--- config.mk ---
export PLATFORM = sky130hd
export DESIGN_NAME = int_pe_sequencer
export DESIGN_NICKNAME = d
export VERILOG_FILES = /design/src/rtl/int_pe_sequencer.sv
export SDC_FILE = /design/constraint.sdc
export NUM_CORES = 1
export LEC_CHECK = 0
export CAP_MARGIN = 20
export CELL_PAD_IN_SITES_DETAIL_PLACEMENT = 1
export CELL_PAD_IN_SITES_GLOBAL_PLACEMENT = 2
export CORE_ASPECT_RATIO = 1.2
export CORE_MARGIN = 4
export CORE_UTILIZATION = 21
export CTS_BUF_LIST = sky130_fd_sc_hd__clkbuf_4
export DETAILED_ROUTE_END_ITERATION = 10
export PLACE_DENSITY_LB_ADDON = 0.1
export SLEW_MARGIN = 20
export SYNTH_ARGS = -nofsm -noshare
export SYNTH_HDL_FRONTEND = slang
export SYNTH_SLANG_ARGS = --single-unit
--- constraint.sdc ---
create_clock -name clk -period 3.55 [get_ports clk]
set_clock_uncertainty 0.1 [all_clocks]
set_input_delay 0.355 -clock clk [delete_from_list [all_inputs] [get_ports clk]]
set_output_delay 0.355 -clock clk [all_outputs]
set_load 0.05 [all_outputs]
--- src/rtl/int_pe_sequencer.sv ---
// Command-driven sequencer for one integer MAC processing element: preloads the
// accumulator, streams operand pairs under valid/ready and returns the final sum.
module int_pe_sequencer #(
  parameter  int W_IN_A  = 8,
  parameter  int W_IN_B  = 16,
  parameter  int W_LEN   = 8,
  localparam int W_OUT_X = W_IN_A + W_IN_B
) (
  input  logic               clk,
  input  logic               rstn,
  input  logic               abort,
  input  logic               cmd_valid,
  output logic               cmd_ready,
  input  logic [W_LEN-1:0]   cmd_len,
  input  logic               cmd_bias_en,
  input  logic [W_OUT_X-1:0] cmd_bias,
  input  logic               op_valid,
  output logic               op_ready,
  input  logic [W_IN_A-1:0]  op_a,
  input  logic [W_IN_B-1:0]  op_b,
  output logic               pe_set_zero,
  output logic               pe_set,
  output logic [W_OUT_X-1:0] pe_set_value,
  output logic [W_IN_A-1:0]  pe_in_a,
  output logic [W_IN_B-1:0]  pe_in_b,
  input  logic [W_OUT_X-1:0] pe_out_x,
  input  logic               pe_overflow,
  output logic               res_valid,
  input  logic               res_ready,
  output logic [W_OUT_X-1:0] res_data,
  output logic               res_overflow,
  output logic               busy
);

  localparam logic [1:0] S_IDLE  = 2'd0;
  localparam logic [1:0] S_LOAD  = 2'd1;
  localparam logic [1:0] S_ACCUM = 2'd2;
  localparam logic [1:0] S_DONE  = 2'd3;

  logic [1:0]         state;
  logic [1:0]         state_nxt;
  logic [W_LEN-1:0]   len_q;
  logic [W_LEN-1:0]   cnt_q;
  logic [W_LEN-1:0]   cnt_inc;
  logic               bias_en_q;
  logic [W_OUT_X-1:0] bias_q;
  logic               ovf_q;
  logic               in_idle;
  logic               in_load;
  logic               in_accum;
  logic               in_done;
  logic               live_abort;
  logic               cmd_fire;
  logic               op_fire;

  assign in_idle  = (state == S_IDLE);
  assign in_load  = (state == S_LOAD);
  assign in_accum = (state == S_ACCUM);
  assign in_done  = (state == S_DONE);

  // Abort only has meaning once a command is in flight; in IDLE it just blocks acceptance.
  assign live_abort = abort && !in_idle;

  assign cmd_ready = in_idle && !abort;
  assign cmd_fire  = cmd_valid && cmd_ready;
  assign op_ready  = in_accum && !abort;
  assign op_fire   = op_valid && op_ready;
  assign cnt_inc   = cnt_q + 1'b1;

  always_comb begin
    state_nxt = state;
    if (live_abort) begin
      state_nxt = S_IDLE;
    end else begin
      case (state)
        S_IDLE:  if (cmd_fire) state_nxt = S_LOAD;
        S_LOAD:  state_nxt = (len_q != '0) ? S_ACCUM : S_DONE;
        S_ACCUM: if (op_fire && (cnt_inc == len_q)) state_nxt = S_DONE;
        S_DONE:  if (res_ready) state_nxt = S_IDLE;
        default: state_nxt = S_IDLE;
      endcase
    end
  end

  // Control state: FSM, command length, operand count, sticky overflow
  always_ff @(posedge clk or negedge rstn) begin
    if (!rstn) begin
      state     <= S_IDLE;
      len_q     <= '0;
      cnt_q     <= '0;
      bias_en_q <= 1'b0;
      ovf_q     <= 1'b0;
    end else begin
      state <= state_nxt;
      if (cmd_fire) begin
        len_q     <= cmd_len;
        bias_en_q <= cmd_bias_en;
        cnt_q     <= '0;
      end else if (op_fire) begin
        cnt_q <= cnt_inc;
      end
      if (in_load) begin
        ovf_q <= 1'b0;
      end else if (op_fire && pe_overflow) begin
        ovf_q <= 1'b1;
      end
    end
  end

  // Bias is datapath only; it is consumed solely in LOAD, after a command has latched it
  always_ff @(posedge clk) begin
    if (cmd_fire) begin
      bias_q <= cmd_bias;
    end
  end

  // PE drive: zero operands outside an accepted transfer so the accumulator holds
  assign pe_set       = in_load && bias_en_q && !abort;
  assign pe_set_zero  = (in_load && !bias_en_q) || live_abort;
  assign pe_set_value = in_load ? bias_q : '0;
  assign pe_in_a      = op_fire ? op_a : '0;
  assign pe_in_b      = op_fire ? op_b : '0;

  assign res_valid    = in_done && !abort;
  assign res_data     = in_done ? pe_out_x : '0;
  assign res_overflow = ovf_q;
  assign busy         = !in_idle;

endmodule

Yosys cells after proc, flatten, opt, wreduce, memory -nomap -nowiden
Cells that the tools add are included.
{"block": "op_classes", "muxes": 14, "reduce_logical": 20, "n_addsub": 1, "eq_ne": 7}
{"operator": "two-way mux 24 bit", "count": 2}
{"operator": "two-way mux 8 bit", "count": 3}
{"operator": "two-way mux 16 bit", "count": 1}
{"operator": "logical AND 1 bit", "count": 11}
{"operator": "adder 8 x 1 -> 8 bit, second input constant", "count": 1}
{"operator": "== test 8 bit", "count": 1}
{"operator": "two-way mux 2 bit", "count": 4}
{"operator": "one-hot mux 2 bit (4 select lines)", "count": 1}
{"operator": "nonzero test 8 bit", "count": 1}
{"operator": "!= test 3 x 1 -> 1 bit, second input constant", "count": 2}
{"operator": "== test 2 bit, second input constant", "count": 2}
{"operator": "nonzero test 2 bit", "count": 2}
{"operator": "zero test 1 bit", "count": 3}
{"operator": "two-way mux 1 bit", "count": 3}
{"operator": "!= test 3 x 2 -> 1 bit, second input constant", "count": 1}
{"operator": "AND reduction 3 bit", "count": 1}
{"operator": "== test 2 x 1 -> 1 bit, second input constant", "count": 1}
{"operator": "zero test 2 bit", "count": 1}
{"operator": "logical OR 1 bit", "count": 1}
{"block": "totals", "output_inout_bits": 79, "in_bits": 88, "regBits": 44}

Longest topological paths before layout
Gate-level depths: netlist of run 1.
{"block": "logic_depth", "word_depth": 7, "mapped_depth": 9, "mapped_depth_nobuf": 8}

Least setup slack after synthesis of run 1
OpenSTA, ideal clock, no wires.
{"block": "synth_path", "kind": "register to register", "from": "reg state[0]", "to": "reg len_q[2]", "stages_incl_launch_ff": 9, "required_ns": 3.325, "arrival_time_ns": 2.879, "path_buffers": 2, "setup_ns": 0.125, "slack_ns": 0.446, "cell_sequence": "dfrtp_1 > inv_1 > ha_1 > inv_1 > nor2_1 > and2_1 > buf_2 > buf_2 > mux2_2"}
{"block": "synth_via", "elab_chain_len": 3}
{"element": "from (decl)", "line": "40", "text": "logic [1:0] state;"}
{"element": "from (signal assigned)", "line": "94", "text": "state <= state_nxt;"}
{"element": "zero test 2 bit", "line": "56", "text": "assign in_idle = (state == S_IDLE);"}
{"element": "logical AND 1 bit", "line": "64", "text": "assign cmd_ready = in_idle && !abort;"}
{"element": "via cmd_ready", "line": "13", "text": "output logic cmd_ready,"}
{"element": "logical AND 1 bit", "line": "65", "text": "assign cmd_fire = cmd_valid && cmd_ready;"}
{"element": "via cmd_fire", "line": "53", "text": "logic cmd_fire;"}
{"element": "to (signal assigned)", "line": "96", "text": "len_q <= cmd_len;"}
{"element": "to (decl)", "line": "42", "text": "logic [W_LEN-1:0] len_q;"}
The timed path passes the listed nets, and every way through them passes these cells.
A chain may end at the register's enable or synchronous reset.

Worst setup path after layout of run 1
{"block": "layout_path", "from": "reg state[0]", "to": "out pe_in_b[6]"}
{"block": "layout_via", "elab_chain_len": 4}
{"element": "== test 2 bit", "line": "58", "text": "assign in_accum = (state == S_ACCUM);"}
{"element": "logical AND 1 bit", "line": "66", "text": "assign op_ready = in_accum && !abort;"}
{"element": "logical AND 1 bit", "line": "67", "text": "assign op_fire = op_valid && op_ready;"}
{"element": "two-way mux 16 bit", "line": "122", "text": "assign pe_in_b = op_fire ? op_b : '0;"}
{"element": "to (decl)", "line": "25", "text": "output logic [W_IN_B-1:0] pe_in_b,"}
Every way passes these cells.

==> results of run 1 <==
worst max-delay path by stage:
stage	to	slack (ps)	cells after the start
6_report	pe_in_b[6]	480	5
5_1_grt	pe_in_b[13]	280	5
4_1_cts	pe_in_b[3]	430	5
3_5_place_dp	pe_in_b[13]	630	4
3_3_place_gp	pe_in_a[0]	630	4
2_1_floorplan	len_q[2]	450	8
power by group:
part / internal (mW) / switching, mW
Sequential: 0.653 / 0.0962
Combinational: 0.634 / 1.02
Clock: 0.0843 / 0.170
cells in the mapped netlist:
library cell / count
sky130_fd_sc_hd__buf_6: 1
sky130_fd_sc_hd__edfxtp_1: 24
sky130_fd_sc_hd__nand3_2: 1
sky130_fd_sc_hd__mux2i_1: 1
sky130_fd_sc_hd__nand3_1: 5
sky130_fd_sc_hd__xor2_1: 10
sky130_fd_sc_hd__nor3b_1: 1
sky130_fd_sc_hd__nor2b_4: 1
sky130_fd_sc_hd__a41oi_1: 1
sky130_fd_sc_hd__clkbuf_1: 8
sky130_fd_sc_hd__dfrtp_1: 20
sky130_fd_sc_hd__nand4_1: 2
sky130_fd_sc_hd__a22o_1: 1
sky130_fd_sc_hd__a21oi_1: 7
sky130_fd_sc_hd__o21ai_0: 7
sky130_fd_sc_hd__inv_1: 7
sky130_fd_sc_hd__o31ai_1: 1
sky130_fd_sc_hd__and2_1: 50
sky130_fd_sc_hd__nor4_1: 2
sky130_fd_sc_hd__nand2_1: 9
sky130_fd_sc_hd__nor4_2: 1
sky130_fd_sc_hd__mux2_2: 9
sky130_fd_sc_hd__o311ai_0: 1
sky130_fd_sc_hd__nor2b_1: 1
sky130_fd_sc_hd__ha_1: 5
sky130_fd_sc_hd__xnor2_1: 5
sky130_fd_sc_hd__clkbuf_2: 1
sky130_fd_sc_hd__mux2_4: 1
sky130_fd_sc_hd__nor3_1: 2
sky130_fd_sc_hd__buf_2: 2
sky130_fd_sc_hd__nor4b_1: 1
sky130_fd_sc_hd__and3_1: 24
sky130_fd_sc_hd__or3_1: 1
sky130_fd_sc_hd__nand2b_1: 1
sky130_fd_sc_hd__nor2_1: 9
placed cells by master (no fill, tap or decap), drive strengths merged, types with 2 or more instances in the layout:
cell and n:
clkdlybuf4s50 165, and2 50, and3 24, edfxtp 24, dfrtp 20, xor2 10, mux2 10, nor2 9
nand2 9, inv 7, o21ai 7, a21oi 7, clkbuf 6, nand3 6, xnor2 5, ha 5
buf 4, nor4 3, nand4 2, nor3 2, nor2b 2
sequential cells by signal, indices dropped and copies added, names as in the netlist:
signal and flops:
state 2, bias_en_q 1, cnt_q 8, len_q 8, res_overflow 1, bias_q 24
final cells by class:
cell class | instances | area, sq um
Fill cell | 1224 | 6810
Timing Repair Buffer | 170 | 1690
Sequential cell | 44 | 1220
Multi-Input combinational cell | 160 | 1090
Tap cell | 154 | 193
Clock buffer | 6 | 45.0
Inverter | 7 | 26.3
Clock inverter | 2 | 12.5
repair_timing:
item                      CTS  global route
setup buffers               0             0
hold buffers                0             1
hold endpoints to repair    0            20
per-stage QoR:
stage,util,setup slack [ps]
floorplan,-,446
global placement,0.380,626
detailed placement,0.380,628
CTS,0.385,429
global route,0.385,280
finish,0.385,484
cells by family after synthesis:
family                     Yosys count
and+or+nand+nor                    111
DFF                                 44
buffers and inverters               19
AOI/OAI and AO/OA                   18
xor gates and xnor gates            15
muxes                               11
adders and majority gates            5
routing by layer:
layer	wire length [um]	vias up
met5	0	-
met4	78	0
met2	3830	99
met1	3020	1066
li1	-	1095
met3	634	4
==> out/metrics.cfg, run 1 <==
[status]
status=completed

[sta]
fmax_ghz=0.326
tightestPinTransition_ps=655
final.min_clock_period_ps=3070
final-setup-viol-count=0
slew_headroom=0.562
final-max-slew-violation-count=0
post_route_clock_period_utilization=0.864
hold_ws_ps=371
hold_violations=0
totalNegativeSetupSlack_ps=0
setup_repair_after_global_routing_missed_its_margin=no

[power_and_ir_drop]
cellPowerDensity_mw_per_mm2=621
ir_drop_v=0.000261
power_mw=2.66
leakage_nw=1.68

[grt]
overall_track_demand_over_capacity_in_global_routing=0.117
grt_max_degree=31
vias_in_the_first_global_route=2450
number_of_antenna_violations_at_the_first_check_in_global_routing=0
grt_use_met2=0.204
met1_use_gr=0.136
globalRouteMet3Util=0.0404
global_route.overflow_total=0
grt_first_pass_wirelength_um=12500
gr-max-usage-layer=met2

[synth]
synth_adder_area_share=0.0262
netlist_instances=223
netlist.area_leader.share=0.302
synth_top_family_by_area=simple AND/OR/NAND/NOR gates
synth_cell_type_count=35
synth.top_cells.by_area=sky130_fd_sc_hd__edfxtp_1, sky130_fd_sc_hd__dfrtp_1, sky130_fd_sc_hd__and2_1, sky130_fd_sc_hd__and3_1, sky130_fd_sc_hd__mux2_2
synth.area.mux_share=0.0529
netlist_area_sq_mm=0.00239
netlist.top_cell.by_area=sky130_fd_sc_hd__edfxtp_1
synth_seq_cells=44
synth.yosys.seq_area_share=0.511
avgSynthCellArea_sq_um=10.7
synth_compound_area_frac=0.0435
synth-warning-count=0
synth_xor_area_frac=0.0550
postSynthNetCount=316
fraction_of_the_mapped_netlist_area_in_simple_logic_gates=0.277

[die]
die_outline_height_um=125
rows=42
die-area_sq_mm=0.0132
initial_cell_density_of_the_core=0.216
io-pin-count=167
die_x_um=105
coreArea_sq_mm=0.0111

[placement]
gp_routability_congestion=0.698
port_buffers=166
placed_cell_area_sq_mm=0.00421
detailed_place_hpwl_um=6010
placed_cells=534

[worst_setup_path]
timing.critical_path.fanout_max=27
worstSetupStartpoint=state[0]
crit_type=reg2out
cp_cell_sequence=inv_1 > ha_1 > nor2b_4 > and3_1 > clkdlybuf4s50_1
worst_r2r_start=state[0]
crit_path_largest_cell_delay_ps=810
worst_r2r_path_depth=8
endpoint_arrival_time_on_the_critical_path_ps=2610
rrSetupSlack_ps=1060
regToRegEndpoint=state[0]
timing.critical_path.max_delay_family=buffers and inverters
critical-path-slowest-cell=sky130_fd_sc_hd__clkdlybuf4s50_1
crit_path_end_kind=primary output
worst_ep_required_time_ps=3090
critical_path.n_buffers_inverters=2
crit_path_start_kind=flip-flop

[clock_tree]
clk_path_buf_depth=2
path_clk_slew_ps=140
cts_root_buf=sky130_fd_sc_hd__clkbuf_4
ctsHtreeMaxLevel=2
clkLatencyLatePin_ps=370
cts_tree=done
cts_buffers=5
ctsResizeCount=0
clock-sinks=44

[drt]
routed_via_density=4.17
wirelength_um=7570
wl_per_cell_um=13.9
drc_errors=0
antenna_left=0
first_iter_violations=71
num_vias=2264
drt_pre_antenna_iters=3

[flow_run]
timing.max_cap.violations=0

[cells_and_area]
area_growth_from_synthesis_to_layout_pct=78.8
fin_cells=543
design_area_sq_mm=0.00427
layout_cells_sized_above_1=0.0668
insertedDiodeCount=0
fin_nets=481

[hold_path]
worst_hold_class=in2async

(Power assumes the default switching activity.)
==> run 2, diff against run 1 <==
Settings changed: CELL_PAD_IN_SITES_GLOBAL_PLACEMENT 2 to 1, CORE_UTILIZATION 21 to 28.
==> run 2 against run 1 <==
Effect of this change: fmax is essentially flat; utilization increased by 13 points; critical endpoint is now pe_in_b[7]; clock power rose by 23%; register-to-register slack got worse by 220 ps; setup slack gained 2.6 ps; worst hold slack better by 35 ps.
==> out/metrics.cfg, run 2 (synthesized netlist as in run 1, its figures left out) <==
[clock_tree]
ctsHtreeMaxLevel=2  ; unchanged
cts_buffers=5  ; unchanged
ctsResizeCount=0  ; unchanged
post-cts-setup-buffers=0  ; unchanged
path_clk_slew_ps=130  ; about the same
clk_path_buf_depth=2  ; unchanged
clkLatencyLatePin_ps=350  ; -20 ps
cts_tree=done
hold_buffers=0  ; unchanged
clock-sinks=44  ; unchanged
cts_root_buf=sky130_fd_sc_hd__clkbuf_4

[grt]
grt_max_degree=32  ; +3.2%
number_of_antenna_violations_at_the_first_check_in_global_routing=0  ; unchanged
global_route.overflow_total=0  ; unchanged
vias_in_the_first_global_route=2372  ; -3.2%
grt_first_pass_wirelength_um=12100  ; -3.3%
overall_track_demand_over_capacity_in_global_routing=0.151  ; +0.0338

[worst_setup_path]
crit_path_start_kind=flip-flop
worst_r2r_start=state[0]
endpoint_arrival_time_on_the_critical_path_ps=2610  ; about the same
cp_cell_sequence=inv_1 > ha_1 > nor2b_4 > and3_1 > clkdlybuf4s50_1
rrSetupSlack_ps=840  ; -220 ps
crit_type=reg2out
regToRegEndpoint=state[0]
timing.critical_path.fanout_max=27  ; unchanged
worst_ep_required_time_ps=3090  ; about the same
crit_path_end_kind=primary output
crit_path_largest_cell_delay_ps=810  ; about the same
critical-path-slowest-cell=sky130_fd_sc_hd__clkdlybuf4s50_1
worst_r2r_path_depth=8  ; unchanged

[power_and_ir_drop]
power.sequential.fraction=0.275  ; -0.007
switching_share=0.468  ; -0.0153
total_switching_power_mw=1.27  ; -0.95%
ir_drop_v=0.000242  ; -7.1%
power.share.clock=0.116  ; +0.020
internal_power_mw=1.44  ; +5.3%
cellPowerDensity_mw_per_mm2=642  ; +3.3%
combPwrFrac=0.609  ; -0.013
leakage_nw=1.69  ; +0.26%

[cells_and_area]
layout_cells_sized_above_1=0.0620  ; -0.00482
fin_nets=479  ; -0.42%
largest_reg_flops=24  ; unchanged
fin_cells=501  ; -7.7%
area_growth_from_synthesis_to_layout_pct=77.2
fillerInstances=933  ; -24%
layout_top_registers=bias_q: 24 flops, cnt_q: 8 flops, len_q: 8 flops
insertedDiodeCount=0  ; unchanged
max_flop_register=bias_q
mostFrequentLayoutCells=sky130_fd_sc_hd__clkdlybuf4s50_1, sky130_fd_sc_hd__and2_1, sky130_fd_sc_hd__and3_1, sky130_fd_sc_hd__edfxtp_1, sky130_fd_sc_hd__dfrtp_1
leading_cell_type_in_the_layout_fill_and_taps_excluded=sky130_fd_sc_hd__clkdlybuf4s50_1

[placement]
gp_routability_congestion=0.755  ; +8.1%
port_buffers=166  ; unchanged
placed_cells=493  ; -7.7%
detailed_place_hpwl_um=6230  ; +3.7%

[drt]
drt_pre_antenna_iters=4  ; +1
drc_errors=0  ; unchanged
wl_per_cell_um=15.1  ; +8.3%
first_iter_violations=46  ; -35%
routed_via_density=4.50  ; +7.9%
antenna_left=0  ; unchanged
wirelength_um=7560  ; about the same
num_vias=2253  ; -0.49%

[die]
coreArea_sq_mm=0.00824  ; -26%
die-area_sq_mm=0.0101  ; -23%
die_outline_height_um=109  ; -13%
die_x_um=92.3  ; -12%
io-pin-count=167  ; unchanged
initial_cell_density_of_the_core=0.290  ; +0.0744
rows=36  ; -14%

[sta]
final.min_clock_period_ps=3060  ; -2.64 ps
hold_violations=0  ; unchanged
hold_ws_ps=406  ; +35.0 ps
final-max-slew-violation-count=0  ; unchanged
totalNegativeSetupSlack_ps=0  ; unchanged
fmax_ghz=0.326  ; about the same
tightestPinTransition_ps=923  ; +268 ps
post_route_clock_period_utilization=0.863  ; about the same
setup_repair_after_global_routing_missed_its_margin=no
final-setup-viol-count=0  ; unchanged
slew_headroom=0.383  ; -0.179

[hold_path]
worst_hold_class=in2async

[status]
status=completed

[flow_run]
timing.max_cap.violations=0  ; unchanged

==> run 2: changes by cell type in the layout (fill, tap and decap cells not counted) <==
cell / previous run / this run
sky130_fd_sc_hd__buf_2: 1 / 0
sky130_fd_sc_hd__buf_4: 3 / 2
sky130_fd_sc_hd__bufinv_16: 0 / 1
sky130_fd_sc_hd__clkdlybuf4s50_1: 165 / 166
sky130_fd_sc_hd__clkinvlp_4: 1 / 0
sky130_fd_sc_hd__dlygate4sd3_1: 1 / 0
==> run 2: how the worst max path moves through the flow <==
stage	to	from	depth (start not counted)
floorplan	len_q[2]	state[0]	8
global placement	state[0]	abort	7
detailed placement	state[0]	abort	7
CTS	pe_in_b[7]	state[0]	5
global route	pe_in_b[7]	state[0]	5
finish	pe_in_b[7]	state[0]	5
==> run 2: layout make-up <==
cell class	instances	area, sq um	share of cell area
Clock buffer	6	45.0	0.0106
Clock inverter	2	35.0	0.00827
Inverter	7	26.3	0.00621
Multi-Input combinational cell	160	1090	0.257
Sequential cell	44	1220	0.288
Tap cell	114	143	0.0337
Timing Repair Buffer	168	1680	0.396
==> run 2: worst max-delay path, delay by kind of cell, from the launching register on <==
family | cells | cell delay [ps]
adders and majority gates | 1 | 180
buffers and inverters | 2 | 940
DFF | 1 | 450
and+or+nand+nor | 2 | 690
==> run 2: power groups by stage <==
| stage | clock network, mW | logic (mW) | registers [mW] |
|---|---|---|---|
| after global routing | 0.347 | 1.76 | 0.766 |
| after detailed placement | 0 | 1.68 | 0.762 |
| after floorplan | 0 | 1.11 | 0.738 |
| after CTS | 0.329 | 1.68 | 0.751 |
| after global placement | 0 | 1.66 | 0.758 |
| final | 0.314 | 1.65 | 0.748 |
==> run 2: stage by stage <==
| step | instance area [sq um] | utilization | total power [mW] | setup WS (ps) |
|---|---|---|---|---|
| final | 4230 | 0.514 | 2.72 | 486 |
| after global routing | 4230 | 0.514 | 2.87 | 313 |
| after CTS | 4230 | 0.514 | 2.76 | 440 |
| after detailed placement | 4150 | 0.504 | 2.44 | 584 |
| after global placement | 4150 | 0.504 | 2.41 | 657 |
| after floorplan | 2390 | - | 1.85 | 446 |
==> run 2: routing by layer <==
| layer | global-route usage | wire, um | share of wire |
|---|---|---|---|
| met5 | 0 | 0 | 0 |
| met4 | 0.0361 | 95 | 0.013 |
| met3 | 0.0524 | 662 | 0.088 |
| met2 | 0.279 | 3920 | 0.52 |
| met1 | 0.166 | 2880 | 0.38 |
